==> config.mk <==
export PLATFORM = sky130hd
export DESIGN_NAME = ssd_scan_ctrl
export DESIGN_NICKNAME = d
export VERILOG_FILES = /design/src/rtl/ssd_pkg.sv /design/src/rtl/ssd_slot_timer.sv /design/src/rtl/ssd_scan_ctrl.sv
export SDC_FILE = /design/constraint.sdc
export NUM_CORES = 1
export LEC_CHECK = 0
export ABC_CLOCK_PERIOD_IN_PS = 3600
export BUFFER_PORTS_ARGS = -buffer_cell sky130_fd_sc_hd__buf_2
export CORE_UTILIZATION = 50
export CTS_BUF_LIST = sky130_fd_sc_hd__clkbuf_4 sky130_fd_sc_hd__clkbuf_8
export DETAILED_ROUTE_END_ITERATION = 8
export HOLD_SLACK_MARGIN = 0.05
export PLACE_DENSITY = 0.77
export SYNTH_ARGS = -nofsm -noshare
export SYNTH_HDL_FRONTEND = slang
export SYNTH_HIERARCHICAL = 1
export SYNTH_SLANG_ARGS = --single-unit
export TNS_END_PERCENT = 100
==> constraint.sdc <==
create_clock -name clk -period 3.6 [get_ports clk]
set_clock_uncertainty 0.05 [all_clocks]
set_input_delay 0.18 -clock clk [delete_from_list [all_inputs] [get_ports clk]]
set_output_delay 0.18 -clock clk [all_outputs]
set_load 0.01 [all_outputs]
==> src/rtl/ssd_pkg.sv <==
// Shared types and helpers for the seven-segment scan controller.
// Digit geometry, scan state encoding and packed-bus digit extraction.
package ssd_pkg;

    localparam int NUM_DIGITS = 4;
    localparam int DIGIT_W    = 5;
    localparam int IDX_W      = $clog2(NUM_DIGITS);
    localparam int BUS_W      = NUM_DIGITS * DIGIT_W;

    typedef enum logic [1:0] {
        IDLE = 2'd0,
        DEAD = 2'd1,
        ON   = 2'd2
    } state_t;

    function automatic logic [DIGIT_W-1:0] digit_at(
        input logic [BUS_W-1:0] bus,
        input logic [IDX_W-1:0] i
    );
        return bus[i*DIGIT_W +: DIGIT_W];
    endfunction

endpackage

==> src/rtl/ssd_slot_timer.sv <==
// Modulo-N counter with synchronous clear, count enable and terminal-count pulse.
// The pulse is combinational and only asserts on an enabled cycle at N-1.
module ssd_slot_timer #(
    parameter  int N = 2,
    localparam int W = (N > 1) ? $clog2(N) : 1
) (
    input  logic         clk,
    input  logic         rst,
    input  logic         clr,
    input  logic         en,
    output logic [W-1:0] cnt,
    output logic         tc
);

    localparam logic [W-1:0] LAST = W'(N - 1);

    assign tc = en && (cnt == LAST);

    always_ff @(posedge clk) begin
        if (rst || clr) begin
            cnt <= '0;
        end else if (en) begin
            cnt <= tc ? '0 : cnt + 1'b1;
        end
    end

endmodule

==> src/rtl/ssd_scan_ctrl.sv <==
// Four-digit seven-segment scan sequencer with dead time, blanking, blinking
// and frame-boundary snapshots of the digit bus and masks.
module ssd_scan_ctrl
    import ssd_pkg::*;
#(
    parameter int SCAN_DIV     = 50000,
    parameter int DEAD_CYC     = 500,
    parameter int BLINK_FRAMES = 64
) (
    input  logic                  clk,
    input  logic                  rst,
    input  logic                  en,
    input  logic [BUS_W-1:0]      digits,
    input  logic [NUM_DIGITS-1:0] blank_mask,
    input  logic [NUM_DIGITS-1:0] blink_mask,
    output logic [NUM_DIGITS-1:0] an,
    output logic [DIGIT_W-1:0]    code,
    output logic                  frame_done
);

    localparam int SW = $clog2(SCAN_DIV);
    localparam int FW = (BLINK_FRAMES > 1) ? $clog2(BLINK_FRAMES) : 1;

    localparam logic [SW-1:0] DEAD_LAST =
        SW'((DEAD_CYC > 0) ? DEAD_CYC - 1 : 0);
    localparam state_t SLOT_START = (DEAD_CYC == 0) ? ON : DEAD;
    localparam logic [IDX_W-1:0] LAST_IDX = IDX_W'(NUM_DIGITS - 1);

    state_t                 state, state_nx;
    logic [IDX_W-1:0]       idx, idx_nx;
    logic [BUS_W-1:0]       snap_digits, snap_digits_nx;
    logic [NUM_DIGITS-1:0]  snap_blank, snap_blank_nx;
    logic [NUM_DIGITS-1:0]  snap_blink, snap_blink_nx;
    logic                   blink_phase, blink_phase_nx;
    logic [NUM_DIGITS-1:0]  an_nx;
    logic [DIGIT_W-1:0]     code_nx;
    logic                   load;
    logic                   lit;

    logic                   active;
    logic                   frame_end;
    logic [SW-1:0]          slot_cnt;
    logic                   slot_tc;
    logic [FW-1:0]          frame_cnt;
    logic                   frame_tc;
    logic                   unused_frame;

    assign active       = (state != IDLE);
    assign frame_end    = en && (state == ON) && slot_tc && (idx == LAST_IDX);
    assign unused_frame = ^frame_cnt;

    ssd_slot_timer #(.N(SCAN_DIV)) u_slot (
        .clk (clk),
        .rst (rst),
        .clr (!en || !active),
        .en  (active),
        .cnt (slot_cnt),
        .tc  (slot_tc)
    );

    ssd_slot_timer #(.N(BLINK_FRAMES)) u_frame (
        .clk (clk),
        .rst (rst),
        .clr (!en),
        .en  (frame_end),
        .cnt (frame_cnt),
        .tc  (frame_tc)
    );

    always_comb begin
        state_nx       = state;
        idx_nx         = idx;
        load           = 1'b0;
        blink_phase_nx = blink_phase ^ frame_tc;

        if (!en) begin
            state_nx = IDLE;
            idx_nx   = '0;
        end else begin
            unique case (state)
                IDLE: begin
                    load     = 1'b1;
                    idx_nx   = '0;
                    state_nx = SLOT_START;
                end
                DEAD: begin
                    if (slot_cnt == DEAD_LAST) begin
                        state_nx = ON;
                    end
                end
                ON: begin
                    if (slot_tc) begin
                        idx_nx   = idx + 1'b1;
                        state_nx = SLOT_START;
                        load     = (idx == LAST_IDX);
                    end
                end
                default: begin
                    state_nx = IDLE;
                    idx_nx   = '0;
                end
            endcase
        end

        snap_digits_nx = load ? digits     : snap_digits;
        snap_blank_nx  = load ? blank_mask : snap_blank;
        snap_blink_nx  = load ? blink_mask : snap_blink;
    end

    // Outputs are derived from next-cycle values so they line up with state.
    always_comb begin
        an_nx   = '1;
        code_nx = '0;
        lit     = !(snap_blank_nx[idx_nx] ||
                    (snap_blink_nx[idx_nx] && blink_phase_nx));
        if (state_nx != IDLE) begin
            code_nx = digit_at(snap_digits_nx, idx_nx);
        end
        if (state_nx == ON && lit) begin
            an_nx[idx_nx] = 1'b0;
        end
    end

    always_ff @(posedge clk) begin
        if (rst) begin
            state       <= IDLE;
            idx         <= '0;
            snap_digits <= '0;
            snap_blank  <= '0;
            snap_blink  <= '0;
            blink_phase <= 1'b0;
            an          <= '1;
            code        <= '0;
            frame_done  <= 1'b0;
        end else begin
            state       <= state_nx;
            idx         <= idx_nx;
            snap_digits <= snap_digits_nx;
            snap_blank  <= snap_blank_nx;
            snap_blink  <= snap_blink_nx;
            blink_phase <= blink_phase_nx;
            an          <= an_nx;
            code        <= code_nx;
            frame_done  <= frame_end;
        end
    end

endmodule

==> results of run 1 <==
[cell families after synthesis]
group,count (synthesis),synth area share
mux,21,0.0655
fa+ha+maj,7,0.0271
compound gates,71,0.145
simple gates,153,0.274
buf+inv,22,0.0365
flops,65,0.403
xor+xnor,18,0.0489
[flip-flops by register name, summed over array words and instances (netlist names)]
signal / count
snap_blank: 4
snap_digits: 20
snap_blink: 4
blink_phase: 1
idx: 2
an: 4
state: 2
u_frame/cnt: 6
code: 5
frame_done: 1
u_slot/cnt: 16
[Yosys cell counts (4+ instances only)]
master,n,share of area
nand2_1,54,0.063
buf_2,4,0.0062
a21oi_1,36,0.056
dfxtp_1,65,0.40
nor4_2,4,0.016
nor2_1,25,0.029
xor2_1,10,0.027
xnor2_1,8,0.022
nand4_1,7,0.014
inv_1,7,0.0081
nor2b_1,4,0.0078
ha_1,7,0.027
nor2_2,6,0.012
nor3_1,6,0.0093
nand2b_1,13,0.025
a22oi_1,11,0.026
mux2i_1,20,0.062
a22o_1,5,0.014
nand3_1,7,0.011
clkbuf_1,7,0.0081
buf_6,4,0.014
[power by group]
part | total, mW | switching (mW) | internal [mW]
combinational | 0.146 | 0.0785 | 0.0674
clock | 0.681 | 0.277 | 0.404
sequential | 0.751 | 0.0106 | 0.741
[layer usage]
| metal | part of all wire | GRT usage | routed length [um] |
|---|---|---|---|
| met5 | 0 | 0 | 0 |
| met2 | 0.47 | 0.349 | 3360 |
| met4 | 0.020 | 0.118 | 144 |
| met3 | 0.035 | 0.0462 | 250 |
| met1 | 0.47 | 0.296 | 3360 |
[final cells by class]
cell class	instances	area [sq um]	area share
Timing Repair Buffer	67	473	0.121
Tap cell	75	93.8	0.0239
Sequential cell	65	1300	0.332
Multi-Input combinational cell	270	1810	0.461
Clock buffer	11	139	0.0354
Inverter	7	26.3	0.00670
Clock inverter	5	80.1	0.0204
[metrics by stage]
stage	hold slack (ns)	setup slack [ns]	utilization
after floorplan	0.203	0.658	-
after global placement	0.386	0.540	0.573
after detailed placement	0.394	0.364	0.573
after CTS	0.0518	0.334	0.647
after global routing	0.0641	0.0256	0.647
final	0.0560	0.305	0.647
[final timing paths]
path         cells after the start              end  slack, ns       startpoint
max                             12          code[2]       0.30         state[0]
min reg2reg                      2  snap_digits[18]       0.40  snap_digits[18]
min                              3    snap_blank[3]       0.06    blank_mask[3]
max reg2reg                     12          code[2]       0.30         state[0]
[critical path, cell delays in order (launching register included)]
cell,delay (ns)
dfxtp_1,0.45
inv_1,0.12
ha_1,0.29
inv_1,0.27
and4_1,0.24
nand4_1,0.16
inv_1,0.22
a31oi_1,0.22
nor2_2,0.53
buf_12,0.26
a21oi_1,0.05
a22oi_1,0.21
a22o_1,0.16
[timing repair]
item                                    CTS  global route
endpoints found under the setup margin    0             0
buffers inserted                          0             0
endpoints found under the hold margin    23             0
hold buffers                             23             0
[placed cells by master (no fill, tap or decap), types with 3 or more instances in the layout]
master         instances
clkbuf_8               9
nor2_2                 6
buf_2                 40
nor4_2                 4
a21oi_1               36
a22o_1                 5
ha_1                   7
a31oi_1                3
buf_4                  3
nand2_1               54
nand2b_1              13
inv_1                  7
o2111ai_1              3
o21ai_0                3
nor2b_1                4
dfxtp_1               65
mux2i_1               20
dlygate4sd3_1         23
nor2_1                25
nand3_1                7
xnor2_1                8
nand4_1                7
nor3_1                 6
a22oi_1               11
xor2_1                10
==> impl_results.md, run 1 <==
* Final Net Count at 458
* Max Transition Viols Final at 0
* Clock Tree Buf Depth at 2
* Final clock period utilization by the worst path at 0.915
* Clock transition at the registers of the reported paths at 0.07 ns
* Fraction of layout cells with a size suffix above 1 at 0.205
* MaxCap Viol Count at 0
* Async SR Flop Fraction at 0
* IO Port Bufs at 40
* Total CTS buffers at 9
* Max Clock Freq at 303 MHz
* Core ar. at 0.00606 sq mm
* Cells after Synth at 357
* CTS tree: yes
* Synth Cell Area at 0.00323 sq mm
* Root Buffer: clkbuf_8
* # resized after CTS at 0
* First drt pass iteration count at 4
* Overflow after GRT at 0
* Peak VDD IR at 0.000271 V
* Yosys reg bits at 65
* Routed wire per std cell at 14.2 um
* Synth Area per Inst at 9.04 sq um
* Worst slew margin at 0.466
* Antenna Nets Post-Route at 0
* Iter 0 DRT Violations at 224
* Chip height at 82.3 um
* Final Non-Filler Cells at 500
* Worst EP required at 3.84 ns
* Wirelength, routed at 7.12 mm
* Post-DP Area at 0.00347 sq mm
* Placed cell count at 461
* Total GRT Usage at 0.226
* Main synth FF type: dfxtp_1
* Register area share after synthesis at 0.403
* Final hold vios at 0
* Row cnt at 28
* Htree depth at 3
* IO Count at 41
* Critical Path Start Type: register
* Post-layout min period at 3.30 ns
* Clk_lat worst skew at 0.34 ns
* Initial antenna violation count at 0
* Status: complete, no violations
* Setup violators final at 0
* Pwr/cell area at 403 mW/mm^2
* Horiz. Die Dim at 82.3 um
* Kind of end point of the critical path: register
* Fillcell total at 504
* Vias at 2765
* Synth unique cells at 54
* Worst setup path class: register to register
* Critical path peak fanout at 32
* GP Congestion at 0.818
* Setup TNS at 0 ns
* RSZ-0062 raised after global routing: no
* Vias in the first global route at 2550
* Finished Cell Area at 0.00392 sq mm
* Antenna cell count at 0
* Post-synth EDFFs at 0
* Starting density of the core at 0.532
* Pwr Total at 1.58 mW
* Clock sinks at 65
* Pin count of the biggest net entering global routing at 43
* HPWL Detailed at 4.54 mm
* Die ar. at 0.00678 sq mm
* Drt drc at 0
* YS warnings at 6
* Leakage at 1.48 nW
* First-pass GRT wire length at 11.5 mm
* Vias/cell at 5.53
* Net Count, Synth at 395
* Critical path data arrival time at 3.54 ns
* Worst slew pin tran at 0.800 ns
* HP Class: primary input to register
* Area Overhead vs Synth at 21.5%
Note: power is estimated with default switching activity, not from simulation.
==> run 2: changes to the inputs <==
Settings changed: ABC_AREA set to 1, CAP_MARGIN set to 0, CORE_MARGIN set to 2.
==> run 2 against run 1 <==
Against the previous run: first-iteration DRC count shrank 6.3%; sequential power fell by 0.5%; worst hold slack better by 0.0091 ns; die area grew 7.0%; via count rose by 11%; maximum frequency rose by 8.5%; register-to-register slack gained 0.26 ns; count of clock-buffer cells in the layout is 2 higher; wire length is 0.35% lower; core utilization shrank 5.9 points; highest routed layer unchanged.
==> impl_results.md, run 2 <==
* Worst slew margin at 0.558 (was 0.466)
* IO Count at 41 (unchanged)
* Fin Hold WS at 0.0651 ns (was 0.0560 ns)
* Count leader, synth: nand2_1 (was dfxtp_1)
* Worst EP required at 3.78 ns (was 3.84 ns)
* Worst setup path class: register to register (unchanged)
* Max reg flops at 20 (unchanged)
* HPWL Detailed at 5.31 mm (was 4.54 mm)
* Yosys reg bits at 65 (unchanged)
* Net Count, Synth at 525 (was 395)
* Setup TNS at 0 ns (unchanged)
* Vias at 3071 (was 2765)
* Most frequent cells in the layout: 156 x nand2_1, 65 x dfxtp_1, 63 x nor2_1, 50 x inv_1, 44 x nand3_1 (was 65 x dfxtp_1, 54 x nand2_1, 40 x buf_2, 36 x a21oi_1, 25 x nor2_1)
* Drt drc at 0 (unchanged)
* Final hold vios at 0 (unchanged)
* Total GRT Usage at 0.208 (was 0.226)
* Core ar. at 0.00635 sq mm (was 0.00606 sq mm)
* Vias in the first global route at 2784 (was 2550)
* RSZ-0062 raised after global routing: no (unchanged)
* Cells after Synth at 487 (was 357)
* Die ar. at 0.00725 sq mm (was 0.00678 sq mm)
* Chip height at 85.2 um (was 82.3 um)
* Total CTS buffers at 9 (unchanged)
* Post-layout util at 0.588 (was 0.647)
* YS warnings at 6 (unchanged)
* Final Net Count at 569 (was 458)
* Antenna Nets Post-Route at 0 (unchanged)
* Area leader, netlist: dfxtp_1 (unchanged)
* Yosys top cell area share at 0.395 (was 0.403)
* Worst slew pin tran at 0.663 ns (was 0.800 ns)
* Metal2 WL at 3.25 mm (was 3.36 mm)
* Area Overhead vs Synth at 13.3% (was 21.5%)
* Overflow after GRT at 0 (unchanged)
* Critical path peak fanout at 12 (was 32)
* Pin count of the biggest net entering global routing at 36 (was 43)
* Top area cells in the synthesized netlist: dfxtp_1 40%, nand2_1 18%, nor2_1 7.2%, nand3_1 6.7%, inv_1 5.7% (was dfxtp_1 40%, nand2_1 6.3%, mux2i_1 6.2%, a21oi_1 5.6%, nor2_1 2.9%)
* Peak VDD IR at 0.000270 V (was 0.000271 V)
* Routed wire per std cell at 11.6 um (was 14.2 um)
* Vias/cell at 5.01 (was 5.53)
* Biggest register: snap_digits (unchanged)
* M1 WL at 3.36 mm (unchanged)
* Iter 0 DRT Violations at 210 (was 224)
* Clk_lat worst skew at 0.34 ns (about the same)
* IO Port Bufs at 40 (unchanged)
* Final clock period utilization by the worst path at 0.843 (was 0.915)
* Root Buffer: clkbuf_8 (unchanged)
* Pwr/cell area at 387 mW/mm^2 (was 403 mW/mm^2)
* Largest registers: snap_digits x20, u_slot/cnt x16, u_frame/cnt x6 (unchanged)
* Wirelength, routed at 7.09 mm (was 7.12 mm)
* Clock Tree Buf Depth at 2 (unchanged)
* First drt pass iteration count at 4 (unchanged)
* Critical Path Start Type: register (unchanged)
* Post-synth EDFFs at 0 (unchanged)
* Row cnt at 29 (was 28)
* HP Class: primary input to register (unchanged)
* Critical path data arrival time at 3.21 ns (was 3.54 ns)
* Kind of end point of the critical path: register (unchanged)
* First-pass GRT wire length at 12.2 mm (was 11.5 mm)
* DR WL met3 at 345 um (was 250 um)
* Max layer used: met4 (unchanged)
* Initial antenna violation count at 0 (unchanged)
* Htree depth at 3 (unchanged)
* Synth Area per Inst at 6.76 sq um (was 9.04 sq um)
* Status: complete, no violations (unchanged)
* Post-layout min period at 3.04 ns (was 3.30 ns)
* Commonest cells in the netlist: 156 x nand2_1, 65 x dfxtp_1, 63 x nor2_1, 50 x inv_1, 44 x nand3_1 (was 65 x dfxtp_1, 54 x nand2_1, 36 x a21oi_1, 25 x nor2_1, 20 x mux2i_1)
* Clock transition at the registers of the reported paths at 0.07 ns (about the same)
* Setup violators final at 0 (unchanged)
* Leading cell type in the layout, fill and taps excluded: nand2_1 (was dfxtp_1)
* Synth Cell Area at 0.00329 sq mm (was 0.00323 sq mm)
* Async SR Flop Fraction at 0 (unchanged)
* Synth unique cells at 29 (was 54)
* # resized after CTS at 0 (unchanged)
* Leakage at 1.78 nW (was 1.48 nW)
* Horiz. Die Dim at 85.2 um (was 82.3 um)
* Starting density of the core at 0.519 (was 0.532)
* Register area share after synthesis at 0.395 (was 0.403)
* MaxCap Viol Count at 0 (unchanged)
* CTS tree: yes (unchanged)
* Antenna cell count at 0 (unchanged)
* Max Transition Viols Final at 0 (unchanged)
* Max Clock Freq at 329 MHz (was 303 MHz)
* GP Congestion at 0.833 (was 0.818)
* Clock sinks at 65 (unchanged)
* Fraction of layout cells with a size suffix above 1 at 0.166 (was 0.205)
* Main synth FF type: dfxtp_1 (unchanged)
==> run 2: routing by layer <==
metal / global-route usage / vias to the layer above
li1: - / 1612
met1: 0.276 / 1372
met2: 0.322 / 72
met3: 0.0428 / 15
met4: 0.101 / 0
met5: 0 / -
==> run 2: cells by family (layout without fill, tap and decap cells) <==
kind of cell               count (synthesis)  count (layout)  synth area share
adders and majority gates                  7               7            0.0266
buffers and inverters                     64             113            0.0881
AOI/OAI and AO/OA                         38              38            0.0608
DFF                                       65              65             0.395
xor gates and xnor gates                   8               8            0.0213
and+or+nand+nor                          305             305             0.408
==> run 2: where the power goes <==
part	leakage [nW]	internal [mW]	switching [mW]
logic	1.15	0.0492	0.0812
clock network	0.100	0.300	0.267
registers	0.529	0.741	0.00626
total	1.78	1.09	0.355
==> run 2: metrics by stage <==
step / total power [mW] / setup slack [ns] / instance area [sq um] / cells
after floorplan: 0.853 / 1.00 / 3290 / 487
after global placement: 0.888 / 0.772 / 3520 / 594
after detailed placement: 0.890 / 0.612 / 3520 / 594
after CTS: 1.46 / 0.596 / 3730 / 613
after global routing: 1.52 / 0.211 / 3730 / 613
final: 1.44 / 0.564 / 3730 / 613
==> run 2: area by class of cell <==
cell class                      instances  area, sq um
Clock buffer                           13          166
Clock inverter                          3         15.0
Fill cell                             590         2620
Inverter                               53          213
Multi-Input combinational cell        358         1700
Sequential cell                        65         1300
Tap cell                               77         96.3
Timing Repair Buffer                   44          238
==> run 2: what timing repair did <==
action | 4_1_cts | 5_1_grt
buffers inserted | 0 | 0
hold endpoints to repair | 3 | 0
hold buffers | 3 | 0
==> run 2: path summary, 6_finish.rpt <==
path              cells past startpoint           start  slack (ns)              end
setup / recovery                     14        state[0]        0.56          code[2]
hold reg to reg                       2  snap_digits[2]        0.42   snap_digits[2]
hold / removal                        3      digits[15]        0.07  snap_digits[15]
setup reg to reg                     14        state[0]        0.56          code[2]
==> run 2: worst max-delay path, stage by stage (launching register included) <==
cell,delay (ns)
dfxtp_1,0.40
inv_1,0.08
ha_1,0.22
inv_1,0.20
nand2_1,0.14
nor4_1,0.51
nand2_1,0.23
a21oi_2,0.15
nand2_1,0.27
bufinv_8,0.31
nor2_4,0.05
nand2_1,0.06
nand3_1,0.08
nor2_1,0.12
nor2_1,0.06
==> run 3: changes to the inputs <==
Settings changed: ABC_AREA 1 to 0, ABC_CLOCK_PERIOD_IN_PS 3600 to 2550, PLACE_DENSITY 0.77 to 0.8.
Clock period 3.6 ns to 2.55 ns, I/O delays scaled along.
==> run 3 against run 2 <==
Against the previous run: the run now ends with setup timing left; count of clock-buffer cells in the layout fell by 4; sequential share of layout area fell by 4.0 points; flip-flop and latch count did not move; power rose by 58%; worst setup slack got worse by 0.59 ns; core utilization rose by 8.5 points; sequential power rose by 42%; final cell count fell by 14%; largest cell class unchanged; highest routed layer unchanged.
==> impl_results.md, run 3 (same netlist as run 1, synthesis figures left out) <==
* Status: finished, violations left (was complete, no violations)
* Failing checks: setup timing
* Largest registers: snap_digits x20, u_slot/cnt x16, u_frame/cnt x6 (unchanged)
* Clock Power Share at 0.438 (was 0.392)
* IO Port Bufs at 40 (unchanged)
* Finished Cell Area at 0.00422 sq mm (was 0.00373 sq mm)
* Final Non-Filler Cells at 529 (was 613)
* Clk_lat worst skew at 0.34 ns (about the same)
* Pin count of the biggest net entering global routing at 42 (was 36)
* Iter 0 DRT Violations at 241 (was 210)
* Total GRT Usage at 0.216 (was 0.208)
* Clock sinks at 65 (unchanged)
* Max reg flops at 20 (unchanged)
* Routed wire per std cell at 15.4 um (was 11.6 um)
* Antenna Nets Post-Route at 0 (unchanged)
* Max Clock Freq at 388 MHz (was 329 MHz)
* Hold path depth at 3 (unchanged)
* Worst slew pin tran at 0.434 ns (was 0.663 ns)
* MaxCap Viol Count at 0 (unchanged)
* Biggest register: snap_digits (unchanged)
* Initial antenna violation count at 0 (unchanged)
* Post-DP Area at 0.00363 sq mm (was 0.00352 sq mm)
* Horiz. Die Dim at 84.3 um (was 85.2 um)
* Max Transition Viols Final at 0 (unchanged)
* Vias at 2952 (was 3071)
* Setup TNS at -0.0296 ns (was 0 ns)
* Worst EP required at 2.74 ns (was 3.78 ns)
* Internal power at 1.71 mW (was 1.09 mW)
* Overflow after GRT at 0 (unchanged)
* Fraction of layout cells with a size suffix above 1 at 0.261 (was 0.166)
* Critical path data arrival time at 2.77 ns (was 3.21 ns)
* RSZ-0062 raised after global routing: yes (was no)
* Drt drc at 0 (unchanged)
* Vias/cell at 5.58 (was 5.01)
* Setup Slack @ Placement at 0.0852 ns (was 0.612 ns)
* Row cnt at 29 (unchanged)
* Fillcell total at 468 (was 590)
* Worst setup path class: register to register (unchanged)
* First-pass GRT wire length at 12.4 mm (was 12.2 mm)
* Area Overhead vs Synth at 30.9% (was 13.3%)
* Switch Pwr at 575 uW (was 355 uW)
* Leading cell type in the layout, fill and taps excluded: dfxtp_1 (was nand2_1)
* Vias in the first global route at 2678 (was 2784)
* Critical Path Start Type: register (unchanged)
* Peak VDD IR at 0.000390 V (was 0.000270 V)
* Htree depth at 3 (unchanged)
* Final hold vios at 0 (unchanged)
* Switching share of power at 0.251 (was 0.246)
* GP Congestion at 0.846 (was 0.833)
* Final Net Count at 485 (was 569)
* CTS tree: yes (unchanged)
* Final setup margin at -0.0296 ns (was 0.564 ns)
* Most frequent cells in the layout: 63 x dfxtp_1, 54 x nand2_1, 40 x buf_2, 36 x a21oi_1, 28 x dlygate4sd3_1 (was 156 x nand2_1, 65 x dfxtp_1, 63 x nor2_1, 50 x inv_1, 44 x nand3_1)
* Comb pwr share at 0.099 (was 0.090)
* Clock transition at the registers of the reported paths at 0.08 ns (was 0.07 ns)
* Chip height at 84.3 um (was 85.2 um)
* HP Class: primary input to register (unchanged)
* Final clock period utilization by the worst path at 1.01 (was 0.843)
* Pwr/cell area at 541 mW/mm^2 (was 387 mW/mm^2)
* IO Count at 41 (unchanged)
* Placed cell count at 478 (was 594)
* Worst slew margin at 0.711 (was 0.558)
* Setup violators final at 1 (was 0)
* Core ar. at 0.00628 sq mm (was 0.00635 sq mm)
* First drt pass iteration count at 5 (was 4)
* HPWL Detailed at 4.95 mm (was 5.31 mm)
* Post-layout min period at 2.58 ns (was 3.04 ns)
* Total CTS buffers at 9 (unchanged)
* Clock Tree Buf Depth at 2 (unchanged)
* Starting density of the core at 0.514 (was 0.519)
* Wirelength, routed at 8.17 mm (was 7.09 mm)
* R2R cell count at 12 (was 14)
* Die ar. at 0.00711 sq mm (was 0.00725 sq mm)
* Root Buffer: clkbuf_8 (unchanged)
* Critical path peak fanout at 17 (was 12)
* Kind of end point of the critical path: register (unchanged)
* Leakage at 1.63 nW (was 1.78 nW)
* Reg power frac at 0.463 (was 0.517)
* Antenna cell count at 0 (unchanged)
## run 3: worst paths after layout
path / end / from / slack (ns)
hold / removal: state[0] / rst / 0.07
setup reg to reg: code[0] / state[1] / -0.03
hold reg to reg: snap_digits[6] / snap_digits[6] / 0.41
setup / recovery: code[0] / state[1] / -0.03
## run 3: final cells by class
cell class,count,area (sq um),share of cell area
tap,77,96.3,0.0228
timing repair buffer,94,718,0.170
inverter,7,26.3,0.00622
sequential,65,1300,0.309
multi-input combinational,270,1850,0.439
clock inverter,7,103,0.0243
clock buffer,9,124,0.0293
## run 3: through the flow
step	total power, mW	hold slack (ns)	util
2_1_floorplan	1.20	0.150	-
3_3_place_gp	1.26	0.332	0.579
3_5_place_dp	1.27	0.336	0.579
4_1_cts	2.28	0.0533	0.659
5_1_grt	2.37	0.0750	0.673
6_report	2.29	0.0697	0.673
## run 3: repair_timing
item | 4_1_cts | 5_1_grt
buffers inserted | 0 | 6
hold buffers | 28 | 0
hold endpoints to repair | 32 | 0
resized for setup | 0 | 2
setup endpoints to repair | 0 | 9
## run 3: critical path: stages (launching register included)
cell      delay, ns
dfxtp_2        0.33
inv_1          0.08
ha_4           0.20
inv_1          0.07
and4_1         0.18
nand4_1        0.13
inv_2          0.15
a21oi_1        0.15
a311oi_4       0.33
buf_12         0.21
mux2i_1        0.26
a22oi_1        0.13
a22o_1         0.20
## run 3: per-layer routing
metal | vias up | part of all wire | global-route usage
met1 | 1381 | 0.41 | 0.272
met2 | 105 | 0.50 | 0.359
met4 | 0 | 0.023 | 0.0794
met3 | 19 | 0.063 | 0.0551
li1 | 1447 | - | -
met5 | - | 0 | 0
## run 3: power groups by stage
stage               registers [mW]  logic [mW]  clock network, mW
floorplan                     1.08       0.118                  0
global placement              1.08       0.182                  0
detailed placement            1.08       0.186                  0
CTS                           1.06       0.220               1.01
global route                  1.06       0.250               1.06
finish                        1.06       0.227               1.00
